File: src/rtl/key_debounce_if.sv
// Key conditioning bundle: raw pin in, debounced level and strobes out.
// Master drives the pin and observes; slave is the debouncer.
interface key_debounce_if;
  logic key_in;
  logic key_level;
  logic key_press;
  logic key_release;
  logic key_long;

  modport master (
    output key_in,
    input  key_level,
    input  key_press,
    input  key_release,
    input  key_long
  );

  modport slave (
    input  key_in,
    output key_level,
    output key_press,
    output key_release,
    output key_long
  );
endinterface

File: src/rtl/key_debounce.sv
// Push-button synchroniser and counter-qualified debouncer with strobes.
// Define KEY_DEBOUNCE_LONG_PRESS_EN to build the long-press strobe.
module key_debounce #(
  parameter int   DEBOUNCE_CYCLES   = 1_000_000,
  parameter int   LONG_PRESS_CYCLES = 50_000_000,
  parameter logic KEY_ACTIVE_LEVEL  = 1'b0
) (
  input  logic          system_clk,
  input  logic          system_reset,
  key_debounce_if.slave kif
);

  localparam int CW = $clog2(DEBOUNCE_CYCLES);
  localparam logic [CW-1:0] CNT_MAX = CW'(DEBOUNCE_CYCLES - 1);

  typedef enum logic [1:0] {
    IDLE,
    PRESS_WAIT,
    PRESSED,
    RELEASE_WAIT
  } state_e;

  state_e        state_q, state_d;
  logic [CW-1:0] cnt_q, cnt_d;
  logic          s1_q, s2_q;
  logic          level_q, level_d;
  logic          press_q, press_d;
  logic          release_q, release_d;
  logic          pr;

  assign pr = (s2_q == KEY_ACTIVE_LEVEL);

  always_comb begin
    state_d   = state_q;
    cnt_d     = cnt_q;
    level_d   = level_q;
    press_d   = 1'b0;
    release_d = 1'b0;
    unique case (state_q)
      IDLE: begin
        if (pr) begin
          state_d = PRESS_WAIT;
          cnt_d   = CW'(1);
        end else begin
          cnt_d   = '0;
        end
      end
      PRESS_WAIT: begin
        if (!pr) begin
          state_d = IDLE;
          cnt_d   = '0;
        end else if (cnt_q == CNT_MAX) begin
          state_d = PRESSED;
          level_d = 1'b1;
          press_d = 1'b1;
          cnt_d   = '0;
        end else begin
          cnt_d   = cnt_q + CW'(1);
        end
      end
      PRESSED: begin
        if (!pr) begin
          state_d = RELEASE_WAIT;
          cnt_d   = CW'(1);
        end else begin
          cnt_d   = '0;
        end
      end
      RELEASE_WAIT: begin
        if (pr) begin
          state_d   = PRESSED;
          cnt_d     = '0;
        end else if (cnt_q == CNT_MAX) begin
          state_d   = IDLE;
          level_d   = 1'b0;
          release_d = 1'b1;
          cnt_d     = '0;
        end else begin
          cnt_d     = cnt_q + CW'(1);
        end
      end
      default: begin
        state_d = IDLE;
        cnt_d   = '0;
      end
    endcase
  end

  always_ff @(posedge system_clk) begin
    if (system_reset) begin
      s1_q      <= ~KEY_ACTIVE_LEVEL;
      s2_q      <= ~KEY_ACTIVE_LEVEL;
      state_q   <= IDLE;
      cnt_q     <= '0;
      level_q   <= 1'b0;
      press_q   <= 1'b0;
      release_q <= 1'b0;
    end else begin
      s1_q      <= kif.key_in;
      s2_q      <= s1_q;
      state_q   <= state_d;
      cnt_q     <= cnt_d;
      level_q   <= level_d;
      press_q   <= press_d;
      release_q <= release_d;
    end
  end

  assign kif.key_level   = level_q;
  assign kif.key_press   = press_q;
  assign kif.key_release = release_q;

`ifdef KEY_DEBOUNCE_LONG_PRESS_EN
  localparam int LW = $clog2(LONG_PRESS_CYCLES);
  localparam logic [LW-1:0] LCNT_MAX = LW'(LONG_PRESS_CYCLES - 1);

  logic [LW-1:0] lcnt_q, lcnt_d;
  logic          ldone_q, ldone_d;
  logic          long_q, long_d;

  // Saturate at max; the done flag keeps it to one strobe per press.
  always_comb begin
    lcnt_d  = lcnt_q;
    ldone_d = ldone_q;
    long_d  = 1'b0;
    if (level_q) begin
      if (lcnt_q == LCNT_MAX) begin
        if (!ldone_q) begin
          long_d  = 1'b1;
          ldone_d = 1'b1;
        end
      end else begin
        lcnt_d = lcnt_q + LW'(1);
      end
    end
    if (press_d || release_d) begin
      lcnt_d  = '0;
      ldone_d = 1'b0;
    end
  end

  always_ff @(posedge system_clk) begin
    if (system_reset) begin
      lcnt_q  <= '0;
      ldone_q <= 1'b0;
      long_q  <= 1'b0;
    end else begin
      lcnt_q  <= lcnt_d;
      ldone_q <= ldone_d;
      long_q  <= long_d;
    end
  end

  assign kif.key_long = long_q;
`else
  logic unused_long_cfg;
  assign unused_long_cfg = (LONG_PRESS_CYCLES > 1);
  assign kif.key_long    = 1'b0;
`endif

endmodule

File: src/flat_wrapper.sv
// flat-port wrapper written by rule: the top's interface ports become plain ports
module key_debounce_flat 
#(
  parameter int   DEBOUNCE_CYCLES   = 1_000_000,
  parameter int   LONG_PRESS_CYCLES = 50_000_000,
  parameter logic KEY_ACTIVE_LEVEL  = 1'b0
)
  (system_clk, system_reset, kif_key_in, kif_key_level, kif_key_press, kif_key_release, kif_key_long);
  key_debounce_if kif_i ();
  input  logic system_clk;
  input  logic system_reset;
  input wire logic [$bits(kif_i.key_in)-1:0] kif_key_in;
  output wire logic [$bits(kif_i.key_level)-1:0] kif_key_level;
  output wire logic [$bits(kif_i.key_press)-1:0] kif_key_press;
  output wire logic [$bits(kif_i.key_release)-1:0] kif_key_release;
  output wire logic [$bits(kif_i.key_long)-1:0] kif_key_long;
  assign kif_i.key_in = kif_key_in;
  assign kif_key_level = kif_i.key_level;
  assign kif_key_press = kif_i.key_press;
  assign kif_key_release = kif_i.key_release;
  assign kif_key_long = kif_i.key_long;
  key_debounce #(.DEBOUNCE_CYCLES(DEBOUNCE_CYCLES), .LONG_PRESS_CYCLES(LONG_PRESS_CYCLES), .KEY_ACTIVE_LEVEL(KEY_ACTIVE_LEVEL)) u_core (.system_clk(system_clk), .system_reset(system_reset), .kif(kif_i));
endmodule
File: config.mk
export PLATFORM = sky130hd
export DESIGN_NAME = key_debounce_flat
export DESIGN_NICKNAME = d
export VERILOG_FILES = /design/src/rtl/key_debounce_if.sv /design/src/rtl/key_debounce.sv /design/src/flat_wrapper.sv
export SDC_FILE = /design/constraint.sdc
export NUM_CORES = 1
export LEC_CHECK = 0
export CAP_MARGIN = 25
export CORE_MARGIN = 2
export CORE_UTILIZATION = 60
export DETAILED_ROUTE_END_ITERATION = 10
export DONT_BUFFER_PORTS = 1
export PLACE_DENSITY = 0.77
export SLEW_MARGIN = 20
export SYNTH_ARGS = -nofsm -noshare
export SYNTH_HDL_FRONTEND = slang
export SYNTH_SLANG_ARGS = --single-unit
File: constraint.sdc
create_clock -name system_clk -period 2.6 [get_ports system_clk]
set_clock_uncertainty 0.05 [all_clocks]
set_input_delay 0.39 -clock system_clk [delete_from_list [all_inputs] [get_ports system_clk]]
set_output_delay 0.39 -clock system_clk [all_outputs]
set_load 0.02 [all_outputs]
# After elaboration in Yosys (flattened, before gate mapping)
# Index checks and enable logic that the tools add are counted.
[op_classes]
addsub = 1
multipliers = 0
div_mod_pow = 0
magnitude_cmp = 0
n_eq_ne = 12
shifts = 0
mux = 19
bitwise = 3
reduce_logical = 6
[ops]
columns = ["op", "n"]
rows = [
  ["$pmux W20 S4", 1],
  ["$mux W20", 3],
  ["$add A20 B1 Y20 const B", 1],
  ["$eq A20 B20 Y1 const B", 1],
  ["$mux W2", 6],
  ["$ne A2 B1 Y1 const B", 4],
  ["$pmux W2 S4", 1],
  ["$mux W1", 7],
  ["$reduce_or A3 Y1", 2],
  ["$reduce_and A5 Y1", 1],
  ["$eq A2 B2 Y1 const B", 2],
  ["$ne A2 B2 Y1 const B", 2],
  ["$reduce_and A4 Y1", 1],
  ["$ne A3 B1 Y1 const B", 1],
  ["$ne A3 B3 Y1 const B", 1],
  ["$not A1 Y1", 3],
  ["$eq A2 B1 Y1 const B", 1],
  ["$logic_not A2 Y1", 1],
  ["$pmux W1 S2", 1],
  ["$reduce_bool A2 Y1", 1],
]
[totals]
regBits = 27
latchBits = 0
mem_bits_rw = 0
mem_bits_ro = 0
in_bits = 3
out_inout_bits = 4
mem_count = 0

# Logic depth before layout (Yosys ltp)
# Gate-level depths: netlist (run 1).
[depth]
ltp_word = 4
mapped_depth = 7

# Least setup slack after synthesis (run 1)
# OpenSTA, ideal clock, no wires.
[synth_timing]
path_type = "register to register"
startpoint = "register u_core.cnt_q[0]"
endpoint = "register u_core.level_q, in the netlist u_core.kif.key_level"
setup_time_ns = 0.074
arrival_ns = 1.739
t_required_ns = 2.476
slack_ns = 0.736
path_stages_with_launch = 6
n_path_buf = 0
cell_sequence = "dfxtp_1 > ha_1 > nand2_1 > or4_4 > or3_1 > a31oi_1"
[synth_via]
elab_chain_len = 3
elab_cells_between_ends = 4
[synth_lines]
columns = ["element", "line_no", "rtl"]
rows = [
  ["from (decl)", "key_debounce.sv:24", "logic [CW-1:0] cnt_q, cnt_d;"],
  ["from (signal assigned)", "key_debounce.sv:102", "cnt_q <= cnt_d;"],
  ["$eq A20 B20 Y1 (*)", "key_debounce.sv:52, key_debounce.sv:73", ""],
  ["$ne A2 B1 Y1 (no source line)", "n/a", ""],
  ["$reduce_and A5 Y1 (no source line) (*)", "n/a", ""],
  ["to (signal assigned)", "key_debounce.sv:103", "level_q <= level_d;"],
  ["to (decl)", "key_debounce.sv:26", "logic level_q, level_d;"],
]
# Every way passes the cells marked *; elsewhere a longest branch is shown, timed or not.
# A chain may end at the register's enable or synchronous reset.

# Worst setup path in the final report (run 1)
[layout_timing]
startpoint = "register u_core.cnt_q[0]"
endpoint = "register u_core.cnt_q[12]"
[layout_via]
elab_chain_len = 4
elab_cells_between_ends = 6
[layout_lines]
columns = ["element", "line_no", "rtl"]
rows = [
  ["$add A20 B1 Y20 / $eq A20 B20 Y1 (equally long branches)", "n/a", ""],
  ["$mux W20 (*)", "key_debounce.sv:52, key_debounce.sv:73", ""],
  ["$mux W20, on equally long branches", "key_debounce.sv:70, key_debounce.sv:49", ""],
  ["$pmux W20 S4 (*)", "key_debounce.sv:39", "unique case (state_q)"],
]
# Marked as above.

==> key figures, run 1 <==
Status
  – Status: finished clean

Placement
  – GPL Wtd Cong: 0.795
  – Post-DP HPWL: 1610 um
  – # port buffers: 0

Logic synthesis
  – Syn nets: 140
  – Post-synth top cells: dfxtp_1 (27), nor2_1 (17), xnor2_1 (12)
  – Synth warnings: 0
  – Primary FF master, synth: dfxtp_1
  – EDFF count, synth: 0
  – Top-area cell type share of the netlist area: 45.3%
  – Synth cell types: 32
  – Cell area after synthesis: 1190 um^2
  – Async set-reset flop share out of synthesis: 0%
  – Post-Syn Instances: 136
  – Synth area leaders: dfxtp_1 (45%), xnor2_1 (8.8%), nor2_1 (5.3%)
  – Count leader, synth: dfxtp_1
  – Flops & latches, synth: 27
  – Syn avg cell area: 8.78 um^2
  – Largest area contributor in the netlist: dfxtp_1
  – Sequential fraction of the synthesis area: 45.3%

Power and ir drop
  – PD cells: 487 nW/um^2
  – Maximum vdd drop: 0.307 mV
  – LEAKAGE: 0.347 nW

Clock network
  – Clock tree buffer depth: 2
  – H-Tree Depth: 1
  – Number of buffers added for setup after CTS: 0
  – Clock latency on the worst-skew pair: 320 ps
  – Clock sink count: 27
  – CTS Buf Count: 3
  – Cts repair resizes: 0
  – Clock slew at reported path FFs: 130 ps
  – Clk Tree Root Cell: clkbuf_4
  – CTS tree: done
  – # hold bufs at CTS: 0

Detailed routing
  – Vias per cell: 5.73
  – DRT Pass-1 Iters: 4
  – Initial DRC Count: 18
  – Vias after detailed routing: 946
  – # DRC: 0
  – Avg WL per Cell: 12.7 um
  – Routed WL: 2100 um
  – Post-route ant nets: 0

Global routing
  – Antenna violations before repair: 0
  – Grt ovf: 0
  – Vias in the first global route: 861
  – Pin count of the biggest net entering global routing: 20
  – First-pass GRT wire length: 3730 um
  – GRT Total Usage: 19.9%

Die
  – Starting Density: 62.1%
  – # IOs: 7
  – Die height: 48.6 um
  – Die Wd: 48.6 um
  – Row count: 16
  – Die area: 2360 um^2
  – Core Box Area: 1920 um^2

STA
  – Final Cycle Share: 83.6%
  – Worst Tran Pin Value: 669 ps
  – Fin crit period: 2170 ps
  – Slew headroom: 55.0%
  – Fmax: 460 MHz
  – Final number of setup-violating endpoints: 0
  – Hold WS: 65.0 ps
  – RSZ-0062 raised after global routing: no
  – Slew Limit Fails: 0
  – Fin Setup TNS: 0 ps
  – Final hold violations: 0

Finish
  – Nets: 143
  – Ant diodes: 0
  – Finished Core Util: 64.5%
  – Area growth syn-to-layout: 3.77%
  – Layout cells sized above 1: 8.70%

Min path
  – HP Class: in2reg

Setup path
  – CP Launch Type: flop
  – Maximum fanout along the worst path: 19
  – Worst path bufs/invs: 1
  – Delay-heaviest family, CP: simple AND/OR/NAND/NOR gates
  – CP cell instances: ha_1, nand2_1, nor4_1, buf_4, a211o_1, nor2_1
  – Crit path max-delay cell type: a211o_1
  – Slowest stage delay, CP: 510 ps
  – CP Capture Type: flop
  – Worst EP required: 2740 ps
  – Kind of critical path: reg2reg
  – CP arrival: 2320 ps

Run
  – Maxcap violations: 0
==> placed cells by master, fill, tap and decap left out <==
cell type  count
a211o_1        1
a211oi_1       1
a21o_1         2
a21oi_1        5
a31o_2         1
a31oi_1        2
and2_1         1
and4_2         1
buf_4          2
clkbuf_1       1
clkbuf_4       3
conb_1         1
dfxtp_1       27
ha_1           1
inv_1          8
nand2_1        6
nand3_1       10
nand4_1        3
nand4_2        1
nor2_1        17
nor3_1         7
nor4_1         6
nor4b_1        2
o21ai_0        3
o31ai_1        2
or2_2          3
or3_1          3
or3b_1         1
or4_1          2
or4_4          1
xnor2_1       12
xor2_1         2
==> sequential cells by signal, indices dropped and copies added (netlist names), named ones only <==
name	cells
u_core.cnt_q	20
u_core.kif.key_level	1
u_core.kif.key_press	1
u_core.kif.key_release	1
u_core.s1_q	1
u_core.s2_q	1
u_core.state_q	1
==> cell type report <==
class                   instances  area, um^2
multi-input cells              97         593
repair buffers                  2        15.0
well taps                      27        33.8
fillers                       182         683
clock buffers                   4        26.3
flip-flops and latches         27         541
inverters                       8        30.0
==> path summary, 6_finish.rpt <==
| path | cells past startpoint | endpoint | start | slack (ps) |
|---|---|---|---|---|
| worst min-delay path | 1 | u_core.kif.key_level$_SDFFE_PP0P_ | system_reset | 70 |
| worst max-delay path | 6 | u_core.cnt_q[12]$_SDFF_PP0_ | u_core.cnt_q[0]$_SDFF_PP0_ | 430 |
| worst min register to register | 1 | u_core.s2_q$_SDFF_PP1_ | u_core.s1_q$_SDFF_PP1_ | 380 |
| worst max register to register | 6 | u_core.cnt_q[12]$_SDFF_PP0_ | u_core.cnt_q[0]$_SDFF_PP0_ | 430 |
==> cells by family after synthesis <==
group                      Yosys count  share of synthesized area, %
AOI/OAI and AO/OA                   17                          9.01
xor gates and xnor gates            14                          10.3
adders and majority gates            1                          1.05
buffers and inverters               12                          5.03
DFF                                 27                          45.3
other                                1                         0.314
and+or+nand+nor                     64                          29.0
==> worst register-to-register path: cells and delay by family, from the launching register on <==
kind | cells | cell delay (ps)
buffers and inverters | 1 | 180
AND/OR/NAND/NOR | 3 | 610
adder cells (fa/ha/maj) | 1 | 250
AO/OA/AOI/OAI | 1 | 510
flip-flops | 1 | 430
==> routing by layer <==
layer  global-route usage (%)  vias up  part of all wire (%)
li1                         -      484                     -
met5                        0        -                     0
met4                     9.05        0                   1.9
met2                     33.1       17                    48
met3                     3.40        5                   2.9
met1                     25.1      440                    48
==> report_power, final <==
part	internal, W	leakage [nW]	total (W)	switching (W)
clock	0.0000601	0.0150	0.000173	0.000113
sequential	0.000417	0.218	0.000422	0.00000463
combinational	0.00000344	0.114	0.00000794	0.00000450
total	0.000481	0.347	0.000603	0.000123
==> metrics by stage <==
step / setup WS (ps) / cells / power, W / instance area (um^2)
3_3_place_gp: 593 / 161 / 0.000438 / 1210
4_1_cts: 442 / 165 / 0.000605 / 1240
5_1_grt: 201 / 165 / 0.000626 / 1240
3_5_place_dp: 480 / 161 / 0.000439 / 1210
6_report: 427 / 165 / 0.000603 / 1240
2_1_floorplan: 736 / 136 / 0.000439 / 1190
No activity file was read; power rests on OpenSTA's default activity.
==> run 2, diff against run 1 <==
- clock period: 2.6 -> 2.3 ns (I/O delays scaled with it)
==> run 2 against run 1 <==
Net effect:
- worst hold slack got worse by 38 ps
- critical path depth fell by 1
- wire length rose by 4.4%
- sequential power rose by 13%
- first-iteration DRC count fell by 5.6%
- combinational power rose by 32%
- final area rose by 2.1%
- via count rose by 1.5%
- sequential share of layout area fell by 0.91 points
- register-to-register slack got worse by 180 ps
- largest power group unchanged
- highest routed layer unchanged
==> key figures, run 2 (synthesis results as in run 1) <==
Status
  – Status: finished clean

Detailed routing
  – Vias after detailed routing: 960 (+1.5%)
  – Avg WL per Cell: 13.1 um (+2.6%)
  – Vias per cell: 5.71 (-0.33%)
  – DRT Pass-1 Iters: 6 (+2)
  – Routed WL: 2190 um (+4.4%)
  – # DRC: 0 (unchanged)
  – Initial DRC Count: 17 (-1)
  – Post-route ant nets: 0 (unchanged)

Global routing
  – Antenna violations before repair: 0 (unchanged)
  – GRT Total Usage: 20.7% (+0.82 points)
  – Pin count of the biggest net entering global routing: 16 (-20%)
  – First-pass GRT wire length: 3840 um (+3.1%)
  – Grt ovf: 0 (unchanged)
  – Vias in the first global route: 912 (+5.9%)

Min path
  – HP Class: in2reg
  – Hold path startpoint: system_reset
  – Hold Path Stages: 1 (unchanged)
  – Min-Delay Endpoint: u_core.kif.key_press$_SDFF_PP0_

Setup path
  – CP Capture Type: flop
  – Worst EP required: 2520 ps (-220 ps)
  – RR Startpoint: u_core.cnt_q[0]$_SDFF_PP0_
  – Kind of critical path: reg2reg
  – Worst R2R Setup Slack: 240 ps (-180 ps)
  – Maximum fanout along the worst path: 7 (-12)
  – R2r worst-path depth: 5 (-1)
  – CP arrival: 2270 ps (-50 ps)
  – R2R Path End: u_core.kif.key_level$_SDFFE_PP0P_
  – CP Launch Type: flop

STA
  – RSZ-0062 raised after global routing: no
  – Final number of setup-violating endpoints: 0 (unchanged)
  – Worst Tran Pin Value: 635 ps (-33.9 ps)
  – Fin crit period: 2060 ps (-115 ps)
  – Slew headroom: 57.3% (+2.3 points)
  – Fin Setup TNS: 0 ps (unchanged)
  – Final Cycle Share: 89.5% (+5.9 points)
  – Fmax: 486 MHz (+5.6%)
  – Slew Limit Fails: 0 (unchanged)
  – Final hold violations: 0 (unchanged)

Power and ir drop
  – Clk network pwr share: 29.0% (+0.3 points)
  – Maximum vdd drop: 0.441 mV (+44%)
  – LEAKAGE: 0.362 nW (+4.4%)
  – Combinational power share: 1.5% (+0.2 points)
  – P_int: 0.000542 W (+13%)
  – Sw power: 0.000144 W (+18%)
  – PD cells: 543 nW/um^2 (+11%)
  – Sw frac: 21.0% (+0.69 points)
  – Sequential Power Share: 69.5% (-0.4 points)

Die
  – Die Wd: 48.6 um (unchanged)
  – # IOs: 7 (unchanged)
  – Die height: 48.6 um (unchanged)
  – Starting Density: 62.1% (unchanged)
  – Core Box Area: 1920 um^2 (unchanged)
  – Die area: 2360 um^2 (unchanged)
  – Row count: 16 (unchanged)

Finish
  – Max reg flops: 20 (unchanged)
  – Ant diodes: 0 (unchanged)
  – Area growth syn-to-layout: 5.97%
  – Multi-input logic area: 593 um^2 (unchanged)
  – Fill count: 178 (-2.2%)
  – Nets: 146 (+2.1%)
  – Commonest non-fill, non-tap cells in the layout: dfxtp_1 (27), nor2_1 (17), xnor2_1 (12)
  – Finished Core Util: 65.8% (+1.4 points)
  – Most flops, register: u_core.cnt_q
  – Layout cells sized above 1: 10.6% (+1.9 points)
  – Commonest non-fill, non-tap cell in the layout: dfxtp_1
  – Sequential Area: 541 um^2 (unchanged)

Placement
  – GPL Wtd Cong: 0.849 (+6.8%)
  – # port buffers: 0 (unchanged)
  – Post-DP HPWL: 1650 um (+2.6%)

Clock network
  – H-Tree Depth: 1 (unchanged)
  – CTS Buf Count: 3 (unchanged)
  – CTS tree: done
  – Clock latency on the worst-skew pair: 320 ps (about the same)
  – Clock slew at reported path FFs: 140 ps (about the same)
  – Cts repair resizes: 0 (unchanged)
  – Clk Tree Root Cell: clkbuf_4
  – Clock sink count: 27 (unchanged)
  – Clock tree buffer depth: 2 (unchanged)

Run
  – Maxcap violations: 0 (unchanged)
[run 2: cell types whose count changed in the layout (fill, tap and decap cells not counted), sizes merged]
cell / delta
buf: +2
clkbuf: -1
clkinv: +1
dlygate4sd3: +1
[run 2: final cells by class]
type                            count  area share, %
Clock buffer                        3           1.78
Clock inverter                      1          0.396
Inverter                            8           2.37
Multi-Input combinational cell     97           46.9
Sequential cell                    27           42.7
Tap cell                           27           2.67
Timing Repair Buffer                5           3.17
[run 2: how the worst max path moves through the flow]
stage / depth (start not counted) / startpoint / slack (ps) / end
2_1_floorplan: 5 / u_core.cnt_q[0]$_SDFF_PP0_ / 440 / u_core.kif.key_level$_SDFFE_PP0P_
3_3_place_gp: 5 / u_core.cnt_q[0]$_SDFF_PP0_ / 370 / u_core.kif.key_level$_SDFFE_PP0P_
3_5_place_dp: 5 / u_core.cnt_q[0]$_SDFF_PP0_ / 300 / u_core.kif.key_level$_SDFFE_PP0P_
4_1_cts: 5 / u_core.cnt_q[0]$_SDFF_PP0_ / 280 / u_core.kif.key_level$_SDFFE_PP0P_
5_1_grt: 5 / u_core.cnt_q[0]$_SDFF_PP0_ / 150 / u_core.kif.key_level$_SDFFE_PP0P_
6_report: 5 / u_core.cnt_q[0]$_SDFF_PP0_ / 240 / u_core.kif.key_level$_SDFFE_PP0P_
[run 2: power groups by stage]
stage | Sequential, W | Combinational, W | Clock (W)
detailed placement | 0.000487 | 0.00000901 | 0
global placement | 0.000487 | 0.00000878 | 0
CTS | 0.000477 | 0.00000897 | 0.000208
global route | 0.000478 | 0.0000121 | 0.000220
finish | 0.000477 | 0.0000105 | 0.000199
floorplan | 0.000487 | 0.00000930 | 0
[run 2: worst max-delay path, cell delays in order, from the launching register on]
cell and delay [ps]:
dfxtp_1 430, ha_1 260, nand2_1 190, or4_4 560, or3_1 350, a31oi_1 150
[run 2: metrics by stage]
stage                     total power [W]  setup slack (ps)  hold WS, ps  instances  area [um^2]
after global routing             0.000710               146         11.0        168         1260
after floorplan                  0.000496               436          339        136         1190
after CTS                        0.000694               278         5.57        167         1250
final                            0.000686               242         27.0        168         1260
after detailed placement         0.000496               299          349        163         1230
after global placement           0.000496               370          341        163         1230
[run 2: metal layers]
layer  global-route usage, %  vias to the layer above  routed length [um]
li1                        -                      489                   -
met1                    25.0                      451                1020
met2                    35.4                       18                1090
met3                    3.70                        2                  55
met4                    10.0                        0                  23
met5                       0                        -                   0
[run 2: what timing repair did]
| item | 4_1_cts | 5_1_grt |
|---|---|---|
| hold buffers | 0 | 1 |
| endpoints found under the hold margin | 0 | 1 |
| buffers inserted | 0 | 0 |
==> run 3, diff against run 2 <==
- SKIP_CTS_REPAIR_TIMING: not set -> 1
==> results of run 3 <==
Final layout, timing and power as in run 2 (identical DEF).
